--- config.mk ---
export PLATFORM = sky130hd
export DESIGN_NAME = regfile_wr_queue
export DESIGN_NICKNAME = d
export VERILOG_FILES = /design/src/rtl/regfile_wr_queue.sv
export SDC_FILE = /design/constraint.sdc
export NUM_CORES = 1
export LEC_CHECK = 0
export BUFFER_PORTS_ARGS = -buffer_cell sky130_fd_sc_hd__buf_2
export CORE_ASPECT_RATIO = 1.1
export CORE_UTILIZATION = 40
export DETAILED_ROUTE_END_ITERATION = 10
export PLACE_DENSITY = 0.63
export SYNTH_ARGS = -nofsm -noshare
export SYNTH_HDL_FRONTEND = slang
export SYNTH_SLANG_ARGS = --single-unit
--- constraint.sdc ---
create_clock -name Clk -period 9.3 [get_ports Clk]
set_input_delay 0.93 -clock Clk [delete_from_list [all_inputs] [get_ports Clk]]
set_output_delay 0.93 -clock Clk [all_outputs]
set_load 0.01 [all_outputs]
--- src/rtl/regfile_wr_queue.sv ---
// In-order write queue in front of the 32x32 register file, with read-address snooping/forwarding.
// Optional macro REGFILE_WR_BYPASS_EN: forward the write being accepted this cycle as well.
module regfile_wr_queue #(
  parameter int DEPTH = 4,
  parameter int AW    = 5,
  parameter int DW    = 32
) (
  input  logic                         Clk,
  input  logic                         Reset_n,
  input  logic                         In_Valid,
  output logic                         In_Ready,
  input  logic [AW-1:0]                In_Addr,
  input  logic [DW-1:0]                In_Data,
  input  logic                         Hold,
  output logic [AW-1:0]                Awr,
  output logic [DW-1:0]                Din,
  output logic                         WrEn,
  input  logic [AW-1:0]                Ard1,
  input  logic [AW-1:0]                Ard2,
  output logic                         Fwd1_Hit,
  output logic [DW-1:0]                Fwd1_Data,
  output logic                         Fwd2_Hit,
  output logic [DW-1:0]                Fwd2_Data,
  output logic [$clog2(DEPTH+1)-1:0]   Count,
  output logic                         Empty
);

  localparam int PW = $clog2(DEPTH);
  localparam int CW = $clog2(DEPTH+1);

  logic [AW-1:0] q_addr [DEPTH];
  logic [DW-1:0] q_data [DEPTH];
  logic [PW-1:0] rd_ptr;
  logic [PW-1:0] wr_ptr;
  logic [CW-1:0] count;
  logic          push;
  logic          pop;

  assign Count    = count;
  assign Empty    = (count == '0);
  // Gated by Reset_n so the producer sees no ready while reset is held.
  assign In_Ready = Reset_n && (count < CW'(DEPTH));
  assign WrEn     = !Empty && !Hold;
  assign pop      = WrEn;
  // Writes to register 0 complete the handshake but are dropped.
  assign push     = In_Valid && In_Ready && (In_Addr != '0);
  assign Awr      = Empty ? '0 : q_addr[rd_ptr];
  assign Din      = Empty ? '0 : q_data[rd_ptr];

  always_ff @(posedge Clk or negedge Reset_n) begin
    if (!Reset_n) begin
      rd_ptr <= '0;
      wr_ptr <= '0;
      count  <= '0;
      for (int unsigned i = 0; i < DEPTH; i++) begin
        q_addr[i] <= '0;
        q_data[i] <= '0;
      end
    end else begin
      if (push) begin
        q_addr[wr_ptr] <= In_Addr;
        q_data[wr_ptr] <= In_Data;
        wr_ptr         <= wr_ptr + 1'b1;
      end
      if (pop) begin
        rd_ptr <= rd_ptr + 1'b1;
      end
      case ({push, pop})
        2'b10:   count <= count + 1'b1;
        2'b01:   count <= count - 1'b1;
        default: count <= count;
      endcase
    end
  end

  // Walk from oldest to youngest so the last match (youngest) wins.
  function automatic logic [DW:0] lookup(input logic [AW-1:0] a);
    logic [DW:0]   r;
    logic [PW-1:0] idx;
    r = '0;
    for (int unsigned k = 0; k < DEPTH; k++) begin
      idx = rd_ptr + PW'(k);
      if ((CW'(k) < count) && (q_addr[idx] == a)) begin
        r = {1'b1, q_data[idx]};
      end
    end
`ifdef REGFILE_WR_BYPASS_EN
    if (push && (In_Addr == a)) begin
      r = {1'b1, In_Data};
    end
`else
`endif
    if (a == '0) begin
      r = '0;
    end
    return r;
  endfunction

  assign {Fwd1_Hit, Fwd1_Data} = lookup(Ard1);
  assign {Fwd2_Hit, Fwd2_Data} = lookup(Ard2);

endmodule
==> results of run 1 <==
-- worst max-delay path, cell delays in order, from the launching register on --
cell and delay, ns:
dfrtp_4 0.78, buf_4 0.60, mux4_2 0.59, xor2_1 0.16, nor4_1 0.35, a21boi_4 0.77
buf_4 0.69, nor3_2 0.12, buf_4 0.30, a221o_1 0.39, o22ai_1 0.11, o21a_1 0.20
buf_2 0.15
-- final cells by class --
cell class                 count  area (µm²)
clock inverter                13         155
inverter                      39         149
fill                        3174       17600
tap                          426         533
timing repair buffer         184         990
clock buffer                  19         443
sequential                   155        3890
multi-input combinational   1150        8570
-- power breakdown --
part           total [mW]  internal [mW]  switching (mW)
clock network       0.732          0.411           0.321
logic                4.09           1.76            2.33
registers            1.42           1.01           0.405
-- cell usage after synthesis, types with 3 or more instances --
master,n,share of area (%)
mux2_2,221,19
nand2_1,161,4.6
dfrtp_1,155,30
nor2_1,149,4.3
mux2i_1,110,8.4
a21oi_1,95,3.6
clkbuf_1,86,2.5
o21ai_0,62,2.4
a211oi_1,54,3.1
inv_1,39,1.1
o221ai_1,35,2.3
buf_2,31,1.2
xor2_1,31,2.1
and2_1,29,1.4
o21a_1,29,1.7
o22ai_1,28,1.3
o31a_1,25,1.7
a221o_1,24,1.8
xnor2_1,24,1.6
buf_1,16,0.46
mux4_2,11,1.9
ha_1,8,0.76
nor3_1,5,0.19
nor4_1,5,0.24
a2111oi_0,4,0.27
a211o_1,4,0.27
and3_1,4,0.19
nand3_1,4,0.15
nand4_1,4,0.19
a22oi_1,3,0.17
a32o_1,3,0.23
nand2b_1,3,0.14
-- final timing paths --
path | startpoint | end | slack [ns] | cells after the start
max in group asynchronous | Reset_n | q_data[48] | 7.34 | 2
max | rd_ptr[0] | Fwd2_Data[4] | 2.63 | 12
min in group asynchronous | Reset_n | wr_ptr[0] | 0.59 | 1
min | q_data[79] | q_data[79] | 0.53 | 1
min reg2reg | q_data[79] | q_data[79] | 0.53 | 1
max reg2reg | Count[0] | Count[2] | 6.36 | 9
-- metrics by stage --
step | area [µm²] | worst slack, ns | hold WS, ns | utilization, %
finish | 14700 | 2.63 | 0.530 | 45.6
global route | 14700 | 2.42 | 0.545 | 45.6
CTS | 14700 | 2.72 | 0.528 | 45.6
detailed placement | 14100 | 3.20 | 0.513 | 43.8
global placement | 14100 | 3.26 | 0.504 | 43.8
floorplan | 13100 | 5.43 | 0.492 | -
-- registers in the layout, summed over array words and instances (netlist names) --
register and count:
q_data 128, q_addr 20, Count 3, rd_ptr 2, wr_ptr 2
-- routing by layer --
metal	vias to the layer above	wire, µm
met5	-	16
met4	2	1420
met3	98	3230
met2	597	20000
met1	5999	18400
li1	5512	-
-- logic make-up after synthesis --
logic type | after synthesis | synth area share, %
DFF | 155 | 29.6
xor gates and xnor gates | 55 | 3.68
buffers and inverters | 173 | 5.32
muxes | 343 | 29.4
AOI/OAI and AO/OA | 373 | 19.3
and+or+nand+nor | 371 | 11.9
adders and majority gates | 8 | 0.765
==> summary.txt, run 1 <==
Final layout
  • Nets: 1606
  • Fraction of layout cells with a size suffix above 1: 29.9%
  • Final Instance Count excl. Fillers: 1986
  • Commonest non-fill, non-tap cell in the layout: mux2_2
  • Most frequent cells in the layout: 221 x mux2_2, 158 x buf_2, 157 x nand2_1
  • P&R area growth vs syn: 12.6%
  • ANT cells: 0

Floorplan
  • Initial core utilization: 40.5%
  • Number of core rows: 69
  • Die W: 174 µm
  • Core area: 32300 µm²
  • Die Area: 33400 µm²
  • IO Count: 160
  • Die height: 192 µm

Setup path
  • CP Capture Type: output port
  • WP data arrival: 5.74 ns
  • CP Max Fanout: 61
  • Startpoint Class: flop
  • CP required: 8.37 ns
  • Crit Path Category: reg2out

Pwr
  • Total power: 6.24 mW
  • P per Cell Area: 424 nW/µm²
  • Max rail drop VDD: 0.000198 V
  • Leak pwr: 6.53 nW

Yosys
  • Syn_nets: 1537
  • Async SR Flop Fraction: 100%
  • Yosys reg bits: 155
  • Top FF cell, synth: dfrtp_1
  • Syn. warnings: 0
  • Syn Inst Count: 1478
  • Register area share after synthesis: 29.6%
  • Post-synth EDFFs: 0
  • Cell Area, Synth: 13100 µm²
  • Mean Syn Cell Area: 8.85 µm²
  • Netlist cell types: 44

Global route
  • Total gr overflow: 0
  • Met2 usage: 41.6%
  • First-pass GRT wire length: 67100 µm
  • Top Usage Layer GRT: met2
  • Initial antenna violation count: 1
  • GRT Total Usage: 25.8%
  • Vias in the first global route: 11837
  • GRT met3 Usage: 4.10%
  • Met1 Use GR: 34.0%
  • Largest net degree at the start of global routing: 100

CTS
  • H-tree levels: 4
  • CTS Sinks: 155
  • # hold bufs at CTS: 0
  • Clock Path Buffers: 2
  • Worst-path clk slew: 0.07 ns
  • CTS tree: built
  • Clock Latency Late Sink: 0.44 ns
  • Setup Buffers After CTS: 0
  • Root buf cell: clkbuf_16
  • Post-cts resize count: 0
  • TritonCTS buffer count: 17

Worst hold path
  • Hold Crit Class: reg2reg

Placed design
  • Placed Instances: 1954
  • IO Port Bufs: 159
  • Final HPWL DP: 26800 µm
  • Final GP Congestion: 0.916

Timing
  • Final number of setup-violating endpoints: 0
  • Hold Violations, Final: 0
  • Setup_tns: 0 ns
  • RSZ-0062 raised after global routing: no
  • Worst Clk Skew: 0.00916 ns
  • Slew HR: 20.5%
  • Post-layout min period: 6.67 ns
  • Fmax: 150 MHz
  • Final period util: 71.7%
  • Slew @ Worst Pin: 1.19 ns
  • Slew Viols, Final: 0

Detailed routing
  • Post-route antenna net violation count: 0
  • DRT Pass-1 Iters: 9
  • Via count: 12208
  • Drt total wl: 43100 µm
  • Via-to-Cell Ratio: 6.15
  • WL/cell: 21.7 µm
  • First DRT Iteration DRCs: 1300
  • DRC: 2

Run status
  • Status: complete, but fails checks
  • Failing checks: DRC

Run
  • Max Cap Viol: 0
Power figures use the tool's default switching activity.
==> run 2, diff against run 1 <==
--- a/config.mk
+++ b/config.mk
@@ -5,11 +5,12 @@
 export SDC_FILE = /design/constraint.sdc
 export NUM_CORES = 1
 export LEC_CHECK = 0
+export ABC_AREA = 1
 export BUFFER_PORTS_ARGS = -buffer_cell sky130_fd_sc_hd__buf_2
 export CORE_ASPECT_RATIO = 1.1
 export CORE_UTILIZATION = 40
 export DETAILED_ROUTE_END_ITERATION = 10
-export PLACE_DENSITY = 0.63
+export PLACE_DENSITY = 0.66
 export SYNTH_ARGS = -nofsm -noshare
 export SYNTH_HDL_FRONTEND = slang
 export SYNTH_SLANG_ARGS = --single-unit
==> constraint.sdc (replaced) <==
create_clock -name Clk -period 6 [get_ports Clk]
set_input_delay 0.6 -clock Clk [delete_from_list [all_inputs] [get_ports Clk]]
set_output_delay 0.6 -clock Clk [all_outputs]
set_load 0.01 [all_outputs]
==> run 2 against run 1 <==
  * The flow now finishes without violations
  * Combinational power grew 61%
  * Worst setup slack got worse by 1.8 ns
  * Critical path depth grew 2
  * Sequential power up 37%
  * Power is 54% higher
  * Die area up 2.0%
  * Clock power increased by 46%
  * Clock skew up 0.0013 ns
  * Count of clock-buffer cells in the layout down 2
  * Register-to-register slack got worse by 3.3 ns
  * Routed wire length increased by 13%
  * Critical path type unchanged
  * Critical endpoint is now Fwd2_Data[28]
==> summary.txt, run 2 <==
Pwr
  • Pint: 3.92 mW
  • Flop pwr share: 20.2%
  • Total power: 9.60 mW
  • Clock share of power: 11.1%
  • Net Sw Frac: 59.1%
  • NetSw: 5.68 mW
  • Combinational cell fraction of total power: 68.7%
  • Leak pwr: 7.86 nW
  • Max rail drop VDD: 0.000376 V
  • P per Cell Area: 650 nW/µm²

Floorplan
  • Core area: 32500 µm²
  • Initial core utilization: 41.0%
  • Die W: 176 µm
  • IO Count: 160
  • Die height: 194 µm
  • Number of core rows: 69
  • Die Area: 34100 µm²

Global route
  • GRT Total Usage: 28.8%
  • Total gr overflow: 0
  • Vias in the first global route: 12869
  • First-pass GRT wire length: 75700 µm
  • Initial antenna violation count: 0
  • Largest net degree at the start of global routing: 130

Yosys
  • Count leader, synth: nand2_1
  • Yosys reg bits: 155
  • Cell Area, Synth: 13400 µm²
  • Top FF cell, synth: dfrtp_1
  • Mean Syn Cell Area: 5.76 µm²
  • Largest cells by area after synthesis: dfrtp_1 29%, nand2_1 25%, o21ai_0 14%
  • Netlist cell types: 33
  • Async SR Flop Fraction: 100%
  • Post-synth top cells: 889 x nand2_1, 384 x o21ai_0, 234 x inv_1
  • Dominant cell type by area after synthesis: dfrtp_1
  • Post-synth EDFFs: 0
  • Syn_nets: 2378
  • Syn. warnings: 0
  • Area share of the leading cell type in the synthesized netlist: 29.0%
  • Syn Inst Count: 2319
  • Register area share after synthesis: 29.0%

CTS
  • CTS Sinks: 155
  • Worst-path clk slew: 0.07 ns
  • TritonCTS buffer count: 17
  • Root buf cell: clkbuf_16
  • Setup Buffers After CTS: 0
  • CTS tree: built
  • Clock Latency Late Sink: 0.44 ns
  • Post-cts resize count: 0
  • # hold bufs at CTS: 0
  • Clock Path Buffers: 2
  • H-tree levels: 4

Detailed routing
  • First DRT Iteration DRCs: 1840
  • Post-route antenna net violation count: 0
  • DRC: 0
  • WL/cell: 17.3 µm
  • DRT Pass-1 Iters: 6
  • Via count: 14935
  • Via-to-Cell Ratio: 5.33
  • Drt total wl: 48600 µm

Final layout
  • Largest reg by FF count: q_data
  • Final instance area: 14800 µm²
  • P&R area growth vs syn: 10.5%
  • ANT cells: 0
  • Nets: 2422
  • Max FFs per register: 128
  • Commonest non-fill, non-tap cell in the layout: nand2_1
  • Fraction of layout cells with a size suffix above 1: 11.6%
  • Final Instance Count excl. Fillers: 2802
  • Fin util: 45.4%
  • Most frequent cells in the layout: 885 x nand2_1, 384 x o21ai_0, 234 x inv_1

Setup path
  • Crit Path Category: reg2out
  • CP Max Fanout: 71
  • WP data arrival: 4.53 ns
  • Crit path from: rd_ptr[0]
  • Worst reg2reg path startpoint: Count[0]
  • Startpoint Class: flop
  • R2R Setup Slk: 3.11 ns
  • Worst R2R End: Count[2]
  • CP Capture Type: output port
  • R2R depth: 10
  • CP required: 5.40 ns

Placed design
  • Final HPWL DP: 36000 µm
  • Post-DP Area: 14200 µm²
  • Final GP Congestion: 0.951
  • Dpl ws: 1.35 ns
  • Placed Instances: 2770
  • IO Port Bufs: 159

Timing
  • Worst Clk Skew: 0.0104 ns
  • Slew Viols, Final: 0
  • RSZ-0062 raised after global routing: no
  • Post-route setup slack: 0.871 ns
  • Post-layout min period: 5.13 ns
  • Slew @ Worst Pin: 1.08 ns
  • Hold Violations, Final: 0
  • Final number of setup-violating endpoints: 0
  • Slew HR: 27.8%
  • Fmax: 195 MHz
  • Setup_tns: 0 ns
  • Final hold slack: 0.232 ns
  • Final period util: 85.5%

Run status
  • Status: finished clean

Worst hold path
  • Hold Crit Class: in2async

Run
  • Max Cap Viol: 0
run 2: kinds of logic (layout without fill, tap and decap cells):
family	Yosys count	after routing	synth area share [%]
fa+ha+maj	8	8	0.750
compound gates	488	488	18.7
buf+inv	397	454	12.1
mux	1	1	0.0750
flops	155	155	29.0
xor+xnor	9	9	0.590
simple gates	1261	1261	38.7
run 2: metal layers:
metal | vias up | GRT usage (%) | wire, µm | part of all wire [%]
li1 | 7414 | - | - | -
met1 | 6776 | 47.4 | 24400 | 50
met2 | 707 | 37.7 | 18600 | 38
met3 | 38 | 5.08 | 4880 | 10
met4 | 0 | 6.02 | 658 | 1.4
met5 | - | 0 | 0 | 0
run 2: power groups by stage:
| stage | registers [mW] | clock network (mW) | logic [mW] |
|---|---|---|---|
| 2_1_floorplan | 1.80 | 0 | 4.44 |
| 3_3_place_gp | 1.93 | 0 | 6.34 |
| 3_5_place_dp | 1.95 | 0 | 6.41 |
| 4_1_cts | 1.93 | 1.09 | 6.42 |
| 5_1_grt | 2.01 | 1.13 | 7.32 |
| 6_report | 1.94 | 1.07 | 6.59 |
run 2: worst max path at each step:
stage	to	slack (ns)	depth (start not counted)
after floorplan	Fwd1_Data[21]	3.38	15
after global placement	Fwd2_Data[28]	1.43	14
after detailed placement	Fwd2_Data[28]	1.35	14
after CTS	Fwd2_Data[29]	0.88	15
after global routing	Fwd2_Data[5]	0.40	14
final	Fwd2_Data[28]	0.87	14
run 2: worst max-delay path, cell delays in order, from the launching register on:
cell     delay (ns)
dfrtp_4        0.56
buf_4          0.47
nand2_1        0.17
nand2_4        0.54
nand2_1        0.20
nand3_1        0.11
nand2_1        0.10
nor2_4         0.09
buf_4          0.35
nand3_4        0.44
a21oi_2        0.23
buf_4          0.36
nand2_2        0.08
a21oi_2        0.20
buf_2          0.17
run 2: cell type report:
class	instances	area, µm²
sequential	155	3880
tap	426	533
inverter	239	900
clock inverter	15	155
fill	3517	17800
multi-input combinational	1767	7880
clock buffer	17	425
timing repair buffer	183	982
